### src/rtl/acc_demo_flag_phase_monitor_if.sv
// Trim ctrl/flag observation bus between the trim path and the phase monitor.
// The master side drives the scan enable, the flag pair and the expected times; the slave returns the measurements.
interface acc_demo_flag_phase_monitor_if #(
    parameter int CNT_W  = 16,
    parameter int STAT_W = 16
);
    logic              pmt_scan_en_i;
    logic              acc_demo_trim_ctrl_i;
    logic              acc_demo_trim_flag_i;
    logic [CNT_W-1:0]  acc_demo_trim_time_pose_i;
    logic [CNT_W-1:0]  acc_demo_trim_time_nege_i;
    logic [CNT_W-1:0]  pose_delay_o;
    logic [CNT_W-1:0]  nege_delay_o;
    logic              meas_valid_o;
    logic [STAT_W-1:0] pulse_cnt_o;
    logic [STAT_W-1:0] err_cnt_o;
    logic              err_flag_o;

    modport master (
        output pmt_scan_en_i, acc_demo_trim_ctrl_i, acc_demo_trim_flag_i,
               acc_demo_trim_time_pose_i, acc_demo_trim_time_nege_i,
        input  pose_delay_o, nege_delay_o, meas_valid_o, pulse_cnt_o, err_cnt_o, err_flag_o
    );

    modport slave (
        input  pmt_scan_en_i, acc_demo_trim_ctrl_i, acc_demo_trim_flag_i,
               acc_demo_trim_time_pose_i, acc_demo_trim_time_nege_i,
        output pose_delay_o, nege_delay_o, meas_valid_o, pulse_cnt_o, err_cnt_o, err_flag_o
    );
endinterface

### src/rtl/acc_demo_flag_phase_monitor.sv
// Trim flag phase monitor: measures ctrl->flag rise and fall delays per pulse,
// checks them against the programmed trim times and keeps per-scan pulse/error statistics.
module acc_demo_flag_phase_monitor_ch #(
    parameter int CNT_W = 16,
    parameter int TOL   = 2
) (
    input  logic             clk_i,
    input  logic             rst_i,
    input  logic             i_active,
    input  logic             i_start,
    input  logic             i_stop,
    input  logic [CNT_W-1:0] i_expect,
    output logic             o_rec,
    output logic [CNT_W-1:0] o_rec_val,
    output logic             o_err
);
    typedef enum logic {ST_IDLE, ST_ARMED} state_t;

    state_t           r_state;
    state_t           w_state_nxt;
    logic [CNT_W-1:0] r_cnt;
    logic [CNT_W-1:0] w_cnt_nxt;
    logic [CNT_W-1:0] w_elapsed;
    logic [CNT_W:0]   w_diff;
    logic             w_seq_err;
    logic             w_timeout;

    always_ff @(posedge clk_i or posedge rst_i) begin
        if (rst_i) begin
            r_state <= ST_IDLE;
            r_cnt   <= '0;
        end else begin
            r_state <= w_state_nxt;
            r_cnt   <= w_cnt_nxt;
        end
    end

    // r_cnt holds cycles since start minus one, so the stop-cycle delay is r_cnt + 1
    assign w_elapsed = r_cnt + CNT_W'(1);

    always_comb begin
        w_state_nxt = r_state;
        w_cnt_nxt   = r_cnt;
        o_rec       = 1'b0;
        o_rec_val   = w_elapsed;
        w_seq_err   = 1'b0;
        w_timeout   = 1'b0;
        if (!i_active) begin
            w_state_nxt = ST_IDLE;
        end else begin
            case (r_state)
                ST_IDLE: begin
                    if (i_start && i_stop) begin
                        o_rec     = 1'b1;
                        o_rec_val = '0;
                    end else if (i_start) begin
                        w_state_nxt = ST_ARMED;
                        w_cnt_nxt   = '0;
                    end else if (i_stop) begin
                        w_seq_err = 1'b1;
                    end
                end
                ST_ARMED: begin
                    w_cnt_nxt = w_elapsed;
                    if (i_stop) begin
                        o_rec = 1'b1;
                        if (i_start) w_cnt_nxt   = '0;
                        else         w_state_nxt = ST_IDLE;
                    end else if (i_start) begin
                        w_seq_err = 1'b1;
                        w_cnt_nxt = '0;
                    end else if (&w_elapsed) begin
                        o_rec       = 1'b1;
                        w_timeout   = 1'b1;
                        w_state_nxt = ST_IDLE;
                    end
                end
                default: w_state_nxt = ST_IDLE;
            endcase
        end
    end

    assign w_diff = (o_rec_val >= i_expect) ? ({1'b0, o_rec_val} - {1'b0, i_expect})
                                            : ({1'b0, i_expect} - {1'b0, o_rec_val});

    // A timeout already counts as the error for its record
    assign o_err = w_seq_err | w_timeout |
                   (o_rec & ~w_timeout & (w_diff > (CNT_W+1)'(TOL)));
endmodule

module acc_demo_flag_phase_monitor #(
    parameter int CNT_W  = 16,
    parameter int TOL    = 2,
    parameter int STAT_W = 16
) (
    input logic clk_i,
    input logic rst_i,
    acc_demo_flag_phase_monitor_if.slave bus
);
    logic              r_ctrl_d;
    logic              r_flag_d;
    logic              r_scan_d;
    logic [CNT_W-1:0]  r_pose_delay;
    logic [CNT_W-1:0]  r_nege_delay;
    logic              r_meas_valid;
    logic [STAT_W-1:0] r_pulse_cnt;
    logic [STAT_W-1:0] r_err_cnt;
    logic              r_err_flag;

    logic              w_scan_rise;
    logic              w_active;
    logic              w_p_rec;
    logic              w_p_err;
    logic              w_n_rec;
    logic              w_n_err;
    logic [CNT_W-1:0]  w_p_val;
    logic [CNT_W-1:0]  w_n_val;
    logic [STAT_W:0]   w_pulse_sum;
    logic [STAT_W:0]   w_err_sum;
    logic [STAT_W-1:0] w_pulse_nxt;
    logic [STAT_W-1:0] w_err_nxt;

    assign w_scan_rise = bus.pmt_scan_en_i & ~r_scan_d;
    assign w_active    = bus.pmt_scan_en_i & ~w_scan_rise;

    acc_demo_flag_phase_monitor_ch #(.CNT_W(CNT_W), .TOL(TOL)) u_pose_ch (
        .clk_i     (clk_i),
        .rst_i     (rst_i),
        .i_active  (w_active),
        .i_start   (bus.acc_demo_trim_ctrl_i & ~r_ctrl_d),
        .i_stop    (bus.acc_demo_trim_flag_i & ~r_flag_d),
        .i_expect  (bus.acc_demo_trim_time_pose_i),
        .o_rec     (w_p_rec),
        .o_rec_val (w_p_val),
        .o_err     (w_p_err)
    );

    acc_demo_flag_phase_monitor_ch #(.CNT_W(CNT_W), .TOL(TOL)) u_nege_ch (
        .clk_i     (clk_i),
        .rst_i     (rst_i),
        .i_active  (w_active),
        .i_start   (~bus.acc_demo_trim_ctrl_i & r_ctrl_d),
        .i_stop    (~bus.acc_demo_trim_flag_i & r_flag_d),
        .i_expect  (bus.acc_demo_trim_time_nege_i),
        .o_rec     (w_n_rec),
        .o_rec_val (w_n_val),
        .o_err     (w_n_err)
    );

    always_comb begin
        w_pulse_sum = {1'b0, r_pulse_cnt} + (STAT_W+1)'(w_n_rec);
        w_err_sum   = {1'b0, r_err_cnt} + (STAT_W+1)'(w_p_err) + (STAT_W+1)'(w_n_err);
        w_pulse_nxt = w_pulse_sum[STAT_W] ? '1 : w_pulse_sum[STAT_W-1:0];
        w_err_nxt   = w_err_sum[STAT_W]   ? '1 : w_err_sum[STAT_W-1:0];
    end

    always_ff @(posedge clk_i or posedge rst_i) begin
        if (rst_i) begin
            r_ctrl_d     <= 1'b0;
            r_flag_d     <= 1'b0;
            r_scan_d     <= 1'b0;
            r_pose_delay <= '0;
            r_nege_delay <= '0;
            r_meas_valid <= 1'b0;
            r_pulse_cnt  <= '0;
            r_err_cnt    <= '0;
            r_err_flag   <= 1'b0;
        end else begin
            r_ctrl_d <= bus.acc_demo_trim_ctrl_i;
            r_flag_d <= bus.acc_demo_trim_flag_i;
            r_scan_d <= bus.pmt_scan_en_i;
            if (w_scan_rise) begin
                r_pose_delay <= '0;
                r_nege_delay <= '0;
                r_meas_valid <= 1'b0;
                r_pulse_cnt  <= '0;
                r_err_cnt    <= '0;
                r_err_flag   <= 1'b0;
            end else begin
                r_meas_valid <= w_n_rec;
                if (w_p_rec) r_pose_delay <= w_p_val;
                if (w_n_rec) begin
                    r_nege_delay <= w_n_val;
                    r_pulse_cnt  <= w_pulse_nxt;
                end
                if (w_p_err || w_n_err) begin
                    r_err_cnt  <= w_err_nxt;
                    r_err_flag <= 1'b1;
                end
            end
        end
    end

    assign bus.pose_delay_o = r_pose_delay;
    assign bus.nege_delay_o = r_nege_delay;
    assign bus.meas_valid_o = r_meas_valid;
    assign bus.pulse_cnt_o  = r_pulse_cnt;
    assign bus.err_cnt_o    = r_err_cnt;
    assign bus.err_flag_o   = r_err_flag;
endmodule

### src/flat_wrapper.sv
// flat-port wrapper written by rule: the top's interface ports become plain ports
module acc_demo_flag_phase_monitor_flat 
#(
    parameter int CNT_W  = 16,
    parameter int TOL    = 2,
    parameter int STAT_W = 16
)
  (clk_i, rst_i, bus_pmt_scan_en_i, bus_acc_demo_trim_ctrl_i, bus_acc_demo_trim_flag_i, bus_acc_demo_trim_time_pose_i, bus_acc_demo_trim_time_nege_i, bus_pose_delay_o, bus_nege_delay_o, bus_meas_valid_o, bus_pulse_cnt_o, bus_err_cnt_o, bus_err_flag_o);
  acc_demo_flag_phase_monitor_if #(.CNT_W(CNT_W), .STAT_W(STAT_W)) bus_i ();
  input logic clk_i;
  input logic rst_i;
  input wire logic [$bits(bus_i.pmt_scan_en_i)-1:0] bus_pmt_scan_en_i;
  input wire logic [$bits(bus_i.acc_demo_trim_ctrl_i)-1:0] bus_acc_demo_trim_ctrl_i;
  input wire logic [$bits(bus_i.acc_demo_trim_flag_i)-1:0] bus_acc_demo_trim_flag_i;
  input wire logic [$bits(bus_i.acc_demo_trim_time_pose_i)-1:0] bus_acc_demo_trim_time_pose_i;
  input wire logic [$bits(bus_i.acc_demo_trim_time_nege_i)-1:0] bus_acc_demo_trim_time_nege_i;
  output wire logic [$bits(bus_i.pose_delay_o)-1:0] bus_pose_delay_o;
  output wire logic [$bits(bus_i.nege_delay_o)-1:0] bus_nege_delay_o;
  output wire logic [$bits(bus_i.meas_valid_o)-1:0] bus_meas_valid_o;
  output wire logic [$bits(bus_i.pulse_cnt_o)-1:0] bus_pulse_cnt_o;
  output wire logic [$bits(bus_i.err_cnt_o)-1:0] bus_err_cnt_o;
  output wire logic [$bits(bus_i.err_flag_o)-1:0] bus_err_flag_o;
  assign bus_i.pmt_scan_en_i = bus_pmt_scan_en_i;
  assign bus_i.acc_demo_trim_ctrl_i = bus_acc_demo_trim_ctrl_i;
  assign bus_i.acc_demo_trim_flag_i = bus_acc_demo_trim_flag_i;
  assign bus_i.acc_demo_trim_time_pose_i = bus_acc_demo_trim_time_pose_i;
  assign bus_i.acc_demo_trim_time_nege_i = bus_acc_demo_trim_time_nege_i;
  assign bus_pose_delay_o = bus_i.pose_delay_o;
  assign bus_nege_delay_o = bus_i.nege_delay_o;
  assign bus_meas_valid_o = bus_i.meas_valid_o;
  assign bus_pulse_cnt_o = bus_i.pulse_cnt_o;
  assign bus_err_cnt_o = bus_i.err_cnt_o;
  assign bus_err_flag_o = bus_i.err_flag_o;
  acc_demo_flag_phase_monitor #(.CNT_W(CNT_W), .TOL(TOL), .STAT_W(STAT_W)) u_core (.clk_i(clk_i), .rst_i(rst_i), .bus(bus_i));
endmodule
### config.mk
export PLATFORM = sky130hd
export DESIGN_NAME = acc_demo_flag_phase_monitor_flat
export DESIGN_NICKNAME = d
export VERILOG_FILES = /design/src/rtl/acc_demo_flag_phase_monitor_if.sv /design/src/rtl/acc_demo_flag_phase_monitor.sv /design/src/flat_wrapper.sv
export SDC_FILE = /design/constraint.sdc
export NUM_CORES = 1
export LEC_CHECK = 0
export ABC_AREA = 1
export CORE_ASPECT_RATIO = 0.6
export CORE_MARGIN = 5
export CORE_UTILIZATION = 49
export CTS_CLUSTER_SIZE = 12
export DETAILED_ROUTE_END_ITERATION = 8
export GPL_ROUTABILITY_DRIVEN = 0
export PLACE_DENSITY = 0.7
export SLEW_MARGIN = 40
export SYNTH_ARGS = -nofsm -noshare
export SYNTH_HDL_FRONTEND = slang
export SYNTH_SLANG_ARGS = --single-unit
### constraint.sdc
create_clock -name clk_i -period 11.8 [get_ports clk_i]
set_input_delay 2.36 -clock clk_i [delete_from_list [all_inputs] [get_ports clk_i]]
set_output_delay 2.36 -clock clk_i [all_outputs]
set_load 0.02 [all_outputs]
==> flow_summary.yaml, run 1 <==
global_route:
  grt_max_degree: 56
  track_usage_pct: 26.8
  grt_pass1_vias: 9759
  antenna_found_initial: 0
  grt_overflow: 0
  grt_pass1_wl_mm: 52.2
clock_network:
  cts_buffer_depth: 2
  hold_buffers: 0
  cts_sinks: 103
  cts_resized: 0
  clkTransAtPathRegs_ps: 80
  worst_skew_pair.late_latency_ps: 370
  post_cts_buffers: 0
  cts_inserted_buffers: 9
  cts_tree: "built"
  cts-root-buf: "clkbuf_16"
  cts-htree-levels: 3
sta:
  setup_viol: 0
  relSlewSlack_pct: 48.8
  fin_worst_skew_ps: 15.5
  finalCritPeriodShare_pct: 73.7
  tightest_slew_ps: 765
  period_needed_ps: 8700
  drv_slew: 0
  setup_tns_ps: 0
  whs_ps: 513
  rsz0062_at_grt: "no"
  max_freq_ghz: 0.115
  finalHoldViolCount: 0
synthesis:
  synth_area_leaders: "dfrtp_1 (25%), nand2_1 (19%), inv_1 (9.8%)"
  ys_seq_area_share_pct: 24.6
  avgSynthCellArea_um2: 6.18
  yosys.area.top_type_share_pct: 24.6
  synth.distinct_cells: 50
  synth_seq_cells: 103
  syn-num-nets: 1807
  yosysWarnings: 0
  syn-instance-count: 1694
  synth_edf_count: 0
  netlist_area_um2: 10500
  ys.flop_type: "dfrtp_1"
  yosysTopAreaCell: "dfrtp_1"
  ys_async_sr_fraction_pct: 100
setup_path:
  start_kind: "primary input"
  critical_path_class: "primary input to flip-flop"
  cp_max_fo: 16
  crit_arrival_ps: 9000
  cp.required_ps: 12110
  end_kind: "flip-flop"
  cp_slowest_cell: "nor2_2"
  path_common_cell: "inv_1"
  crit_path_max_incr_delay_ps: 510
floorplan:
  die_area_um2: 24500
  initial_core_util_pct: 49.8
  boundaryPins: 103
  die_width_um: 199
  die_y_um: 123
  core_um2: 21000
  rows: 41
route:
  wl_per_cell_um: 15.8
  via_count: 11100
  drc: 0
  viasPerCell: 5.39
  final_antenna_net_count: 0
  routed_wl_mm: 32.5
  drtPass1Iterations: 5
  first_iter_violations: 1462
cells_and_area:
  drive_gt1_share_pct: 5.58
  syn2layout_area_growth_pct: 14.2
  utilization_pct: 56.8
  antenna_cells: 0
  fin_nets: 1882
  nFillCells: 2027
  multi_input_area_um2: 6570
  seqCellArea_um2: 2580
outcome:
  status: "finished clean"
power:
  vdd_drop_max_mv: 0.0949
  finalPower_mw: 1.40
  power_density_nw_per_um2: 117
  p_leak_nw: 6.20
worst_hold_path:
  hp-class: "flip-flop to flip-flop"
job:
  drv_cap: 0
placement:
  hpwlAfterDp_mm: 26.1
  port_buffers: 102
## worst max-delay path, delay by kind of cell
family | cells | cell delay, ps
buffers and inverters | 9 | 1240
AOI/OAI and AO/OA | 3 | 1050
and+or+nand+nor | 20 | 3380
adders and majority gates | 3 | 940
## flip-flops by register name (all words and copies together), names as in the netlist
| signal | cells |
|---|---|
| u_core.bus.err_cnt_o | 16 |
| u_core.bus.meas_valid_o | 1 |
| u_core.r_flag_d | 1 |
| u_core.u_nege_ch.r_cnt | 16 |
| u_core.bus.pulse_cnt_o | 16 |
| u_core.u_pose_ch.r_state | 1 |
| u_core.u_pose_ch.r_cnt | 16 |
| u_core.r_ctrl_d | 1 |
| u_core.u_nege_ch.r_state | 1 |
| u_core.bus.pose_delay_o | 16 |
| u_core.bus.nege_delay_o | 16 |
| u_core.r_scan_d | 1 |
| u_core.bus.err_flag_o | 1 |
## per-layer routing
layer  vias up  wire length, µm  GRT usage [%]
met5         -                0              0
met4         0              208           3.16
met3        20             3740           7.41
met2       537            11700           34.4
met1      4996            16800           44.5
li1       5498                -              -
## Yosys cell counts (2+ instances only)
| cell type | n |
|---|---|
| fa_1 | 5 |
| clkbuf_1 | 11 |
| nor2_2 | 6 |
| o21a_1 | 6 |
| o21bai_1 | 3 |
| dfrtp_1 | 103 |
| buf_1 | 4 |
| a21oi_2 | 4 |
| a21oi_1 | 56 |
| nand2_1 | 521 |
| nor3_1 | 24 |
| nand3b_1 | 3 |
| nor4_1 | 2 |
| inv_1 | 273 |
| nand2_2 | 18 |
| buf_6 | 5 |
| ha_1 | 71 |
| o21ai_0 | 72 |
| o21ai_1 | 5 |
| xor2_1 | 29 |
| buf_2 | 18 |
| nor3_2 | 3 |
| inv_4 | 2 |
| buf_4 | 2 |
| nand4_1 | 29 |
| nor2_1 | 155 |
| or2_2 | 5 |
| nor2_4 | 3 |
| nand3_4 | 2 |
| inv_2 | 18 |
| and2_1 | 3 |
| nand2_4 | 6 |
| xnor2_1 | 5 |
| nand3_2 | 5 |
| nand3_1 | 164 |
| o22ai_1 | 39 |
## worst paths after layout
kind	endpoint	slack, ps	cells past startpoint	start
hold reg to reg	u_core.bus.nege_delay_o[7]$_DFFE_PP0P_	510	2	u_core.bus.nege_delay_o[7]$_DFFE_PP0P_
hold / removal	u_core.bus.nege_delay_o[7]$_DFFE_PP0P_	510	2	u_core.bus.nege_delay_o[7]$_DFFE_PP0P_
min in group asynchronous	u_core.bus.err_cnt_o[4]$_DFFE_PP0P_	2430	2	rst_i
max in group asynchronous	u_core.bus.nege_delay_o[4]$_DFFE_PP0P_	8390	3	rst_i
setup / recovery	u_core.bus.err_cnt_o[14]$_DFFE_PP0P_	3100	35	bus_acc_demo_trim_ctrl_i
setup reg to reg	u_core.bus.err_cnt_o[14]$_DFFE_PP0P_	5190	36	u_core.u_pose_ch.r_cnt[0]$_DFFE_PP0P_
## area by class of cell
class                   instances  share of cell area (%)
clock buffers                  10                    1.92
flip-flops and latches        103                    21.6
well taps                     279                    2.92
inverters                     293                    9.29
repair buffers                105                    8.76
multi-input cells            1257                    55.0
clock inverters                 5                   0.565
## power breakdown
part           switching, mW  internal (mW)  total, mW
sequential            0.0228          0.374      0.397
combinational          0.465          0.219      0.684
clock                  0.154          0.167      0.321
## stage by stage
stage	area (µm²)	setup WS, ps	std cells
2_1_floorplan	10500	4180	1694
3_3_place_gp	11600	2500	2037
3_5_place_dp	11700	2780	2037
4_1_cts	11900	3130	2052
5_1_grt	12000	2410	2052
6_report	12000	3100	2052
## cell families (layout without fill, tap and decap cells)
group	after synthesis	after routing	synth area share (%)
AND/OR/NAND/NOR	955	955	40.0
adder cells (fa/ha/maj)	76	76	9.44
XOR/XNOR	34	34	2.84
flip-flops	103	103	24.6
buffers and inverters	334	413	12.8
AO/OA/AOI/OAI	192	192	10.3
## cell usage in the layout (no fill, tap or decap), types with 3 or more instances in the layout
cell | netlist | routed
fa_1 | 5 | 5
o21a_1 | 6 | 6
and2_1 | 3 | 3
nor3_1 | 24 | 23
or2_2 | 5 | 5
nor3_2 | 3 | 3
nor2_2 | 6 | 7
nand4_1 | 29 | 29
nand2_1 | 521 | 521
a21oi_2 | 4 | 4
nand2_4 | 6 | 6
nand3b_1 | 3 | 3
nand2_2 | 18 | 18
clkdlybuf4s50_1 | 0 | 102
nand3_1 | 164 | 164
clkbuf_16 | 0 | 9
nor2_1 | 155 | 154
o21ai_0 | 72 | 72
o21bai_1 | 3 | 3
inv_2 | 18 | 17
inv_4 | 2 | 4
nor2_4 | 3 | 3
xor2_1 | 29 | 29
ha_1 | 71 | 71
xnor2_1 | 5 | 5
inv_1 | 273 | 272
o21ai_1 | 5 | 5
o22ai_1 | 39 | 39
a21oi_1 | 56 | 56
dfrtp_1 | 103 | 103
nand3_2 | 5 | 5
Power figures use the tool's default switching activity.
==> run 2: changes to the inputs <==
--- a/config.mk
+++ b/config.mk
@@ -12,7 +12,7 @@
 export CTS_CLUSTER_SIZE = 12
 export DETAILED_ROUTE_END_ITERATION = 8
 export GPL_ROUTABILITY_DRIVEN = 0
-export PLACE_DENSITY = 0.7
+export PLACE_DENSITY = 0.73
 export SLEW_MARGIN = 40
 export SYNTH_ARGS = -nofsm -noshare
 export SYNTH_HDL_FRONTEND = slang
==> constraint.sdc (replaced) <==
create_clock -name clk_i -period 7.5 [get_ports clk_i]
set_input_delay 1.5 -clock clk_i [delete_from_list [all_inputs] [get_ports clk_i]]
set_output_delay 1.5 -clock clk_i [all_outputs]
set_load 0.02 [all_outputs]
==> flow_summary.yaml, run 2 (same netlist as run 1, synthesis figures left out) <==
floorplan:
  initial_core_util_pct: 49.8
  die_y_um: 123
  boundaryPins: 103
  rows: 41
  core_um2: 21000
  die_area_um2: 24500
  die_width_um: 199
route:
  wl_per_cell_um: 15.9
  top_layer: "met5"
  first_iter_violations: 1319
  wl_met2_mm: 12.1
  final_antenna_net_count: 0
  drc: 0
  drtPass1Iterations: 6
  via_count: 11300
  wl_met1_mm: 16.6
  viasPerCell: 5.46
  route.met3.wl_mm: 4.00
  routed_wl_mm: 32.9
sta:
  finalCritPeriodShare_pct: 92.8
  rsz0062_at_grt: "no"
  max_freq_ghz: 0.144
  setup_tns_ps: 0
  fin_worst_skew_ps: 9.81
  tightest_slew_ps: 677
  relSlewSlack_pct: 54.8
  period_needed_ps: 6960
  drv_slew: 0
  whs_ps: 514
  finalHoldViolCount: 0
  setup_viol: 0
setup_path:
  path_common_cell: "nand2_1"
  cp_num_cells: 37
  r2r_start: "u_core.u_nege_ch.r_cnt[0]$_DFFE_PP0P_"
  start_kind: "primary input"
  path_delay_family: "simple AND/OR/NAND/NOR gates"
  cp.required_ps: 7810
  reg2reg_depth: 35
  crit_arrival_ps: 7270
  cp_slowest_cell: "ha_1"
  crit_path_max_incr_delay_ps: 440
  rr_endpoint: "u_core.bus.err_cnt_o[14]$_DFFE_PP0P_"
  crit_buf_inv: 8
  end_kind: "flip-flop"
  critical_path_class: "primary input to flip-flop"
  regToRegSetupSlack_ps: 1270
  cp_max_fo: 16
global_route:
  grt_pass1_wl_mm: 52.6
  track_usage_pct: 26.9
  grt_pass1_vias: 10000
  grt_max_degree: 62
  antenna_found_initial: 2
  grt_overflow: 0
clock_network:
  cts_buffer_depth: 2
  cts-htree-levels: 3
  clkTransAtPathRegs_ps: 80
  worst_skew_pair.late_latency_ps: 370
  cts_inserted_buffers: 9
  cts-root-buf: "clkbuf_16"
  cts_tree: "built"
  cts_sinks: 103
cells_and_area:
  antenna_cells: 0
  fin_nets: 1896
  drive_gt1_share_pct: 6.82
  fin_area_um2: 12100
  utilization_pct: 57.7
  final_cell_mix: "nand2_1 (520), inv_1 (272), nand3_1 (164)"
  syn2layout_area_growth_pct: 16.0
  final_common_cell: "nand2_1"
power:
  power_density_nw_per_um2: 184
  vdd_drop_max_mv: 0.128
  p_leak_nw: 6.29
placement:
  hpwlAfterDp_mm: 26.0
  port_buffers: 102
  post_dp_cell_area_um2: 11700
worst_hold_path:
  whs_endpoint: "u_core.bus.nege_delay_o[13]$_DFFE_PP0P_"
  hp-class: "flip-flop to flip-flop"
  hp-start: "u_core.bus.nege_delay_o[13]$_DFFE_PP0P_"
  hold_depth: 2
outcome:
  status: "finished clean"
job:
  drv_cap: 0
## run 2: worst max-delay path by stage
stage | end | from
floorplan | u_core.bus.err_cnt_o[14]$_DFFE_PP0P_ | bus_acc_demo_trim_flag_i
global placement | u_core.bus.err_cnt_o[14]$_DFFE_PP0P_ | bus_pmt_scan_en_i
detailed placement | u_core.bus.err_cnt_o[14]$_DFFE_PP0P_ | bus_acc_demo_trim_flag_i
CTS | u_core.bus.err_cnt_o[14]$_DFFE_PP0P_ | bus_acc_demo_trim_flag_i
global route | u_core.bus.err_cnt_o[14]$_DFFE_PP0P_ | bus_acc_demo_trim_flag_i
finish | u_core.bus.err_cnt_o[14]$_DFFE_PP0P_ | bus_acc_demo_trim_flag_i
## run 2: where the power goes
part,total [mW],internal (mW),leakage (nW),switching (mW)
Clock,0.515,0.265,0.142,0.251
Combinational,1.10,0.361,4.73,0.735
Sequential,0.624,0.589,1.41,0.0355
## run 2: per-layer routing
metal / vias up / GRT usage, %
met1: 5152 / 44.2
met5: - / 0
met3: 31 / 8.50
li1: 5525 / -
met4: 4 / 3.29
met2: 578 / 34.1
## run 2: final cells by class
cell class | instances | area [µm²]
Clock buffer | 10 | 229
Clock inverter | 6 | 73.8
Fill cell | 2051 | 8890
Inverter | 293 | 1110
Multi-Input combinational cell | 1257 | 6620
Sequential cell | 103 | 2580
Tap cell | 279 | 349
Timing Repair Buffer | 119 | 1190
## run 2: repair_timing
item                       in CTS  in global routing
setup buffers                   0                  6
setup endpoints to repair       0                  7
hold buffers                    0                  0
resized for setup               0                 13
## run 2: stage by stage
| stage | worst slack [ps] | std cells | total power, mW |
|---|---|---|---|
| after floorplan | 742 | 1694 | 1.39 |
| after global placement | -5.72 | 2045 | 1.66 |
| after detailed placement | -155 | 2045 | 1.67 |
| after CTS | 179 | 2061 | 2.19 |
| after global routing | 46.2 | 2067 | 2.38 |
| final | 539 | 2067 | 2.24 |
## run 2: worst register-to-register path: cells and delay by family (launching register included)
| kind | cells | cell delay (ps) |
|---|---|---|
| xor+xnor | 1 | 260 |
| compound gates | 3 | 750 |
| fa+ha+maj | 4 | 1320 |
| simple gates | 23 | 2960 |
| buf+inv | 4 | 340 |
| flops | 1 | 520 |
==> run 3: changes to the inputs <==
--- a/config.mk
+++ b/config.mk
@@ -17,3 +17,4 @@
 export SYNTH_ARGS = -nofsm -noshare
 export SYNTH_HDL_FRONTEND = slang
 export SYNTH_SLANG_ARGS = --single-unit
+export TNS_END_PERCENT = 10
==> results of run 3 <==
No change in the layout: final DEF, timing and power equal those of run 2.
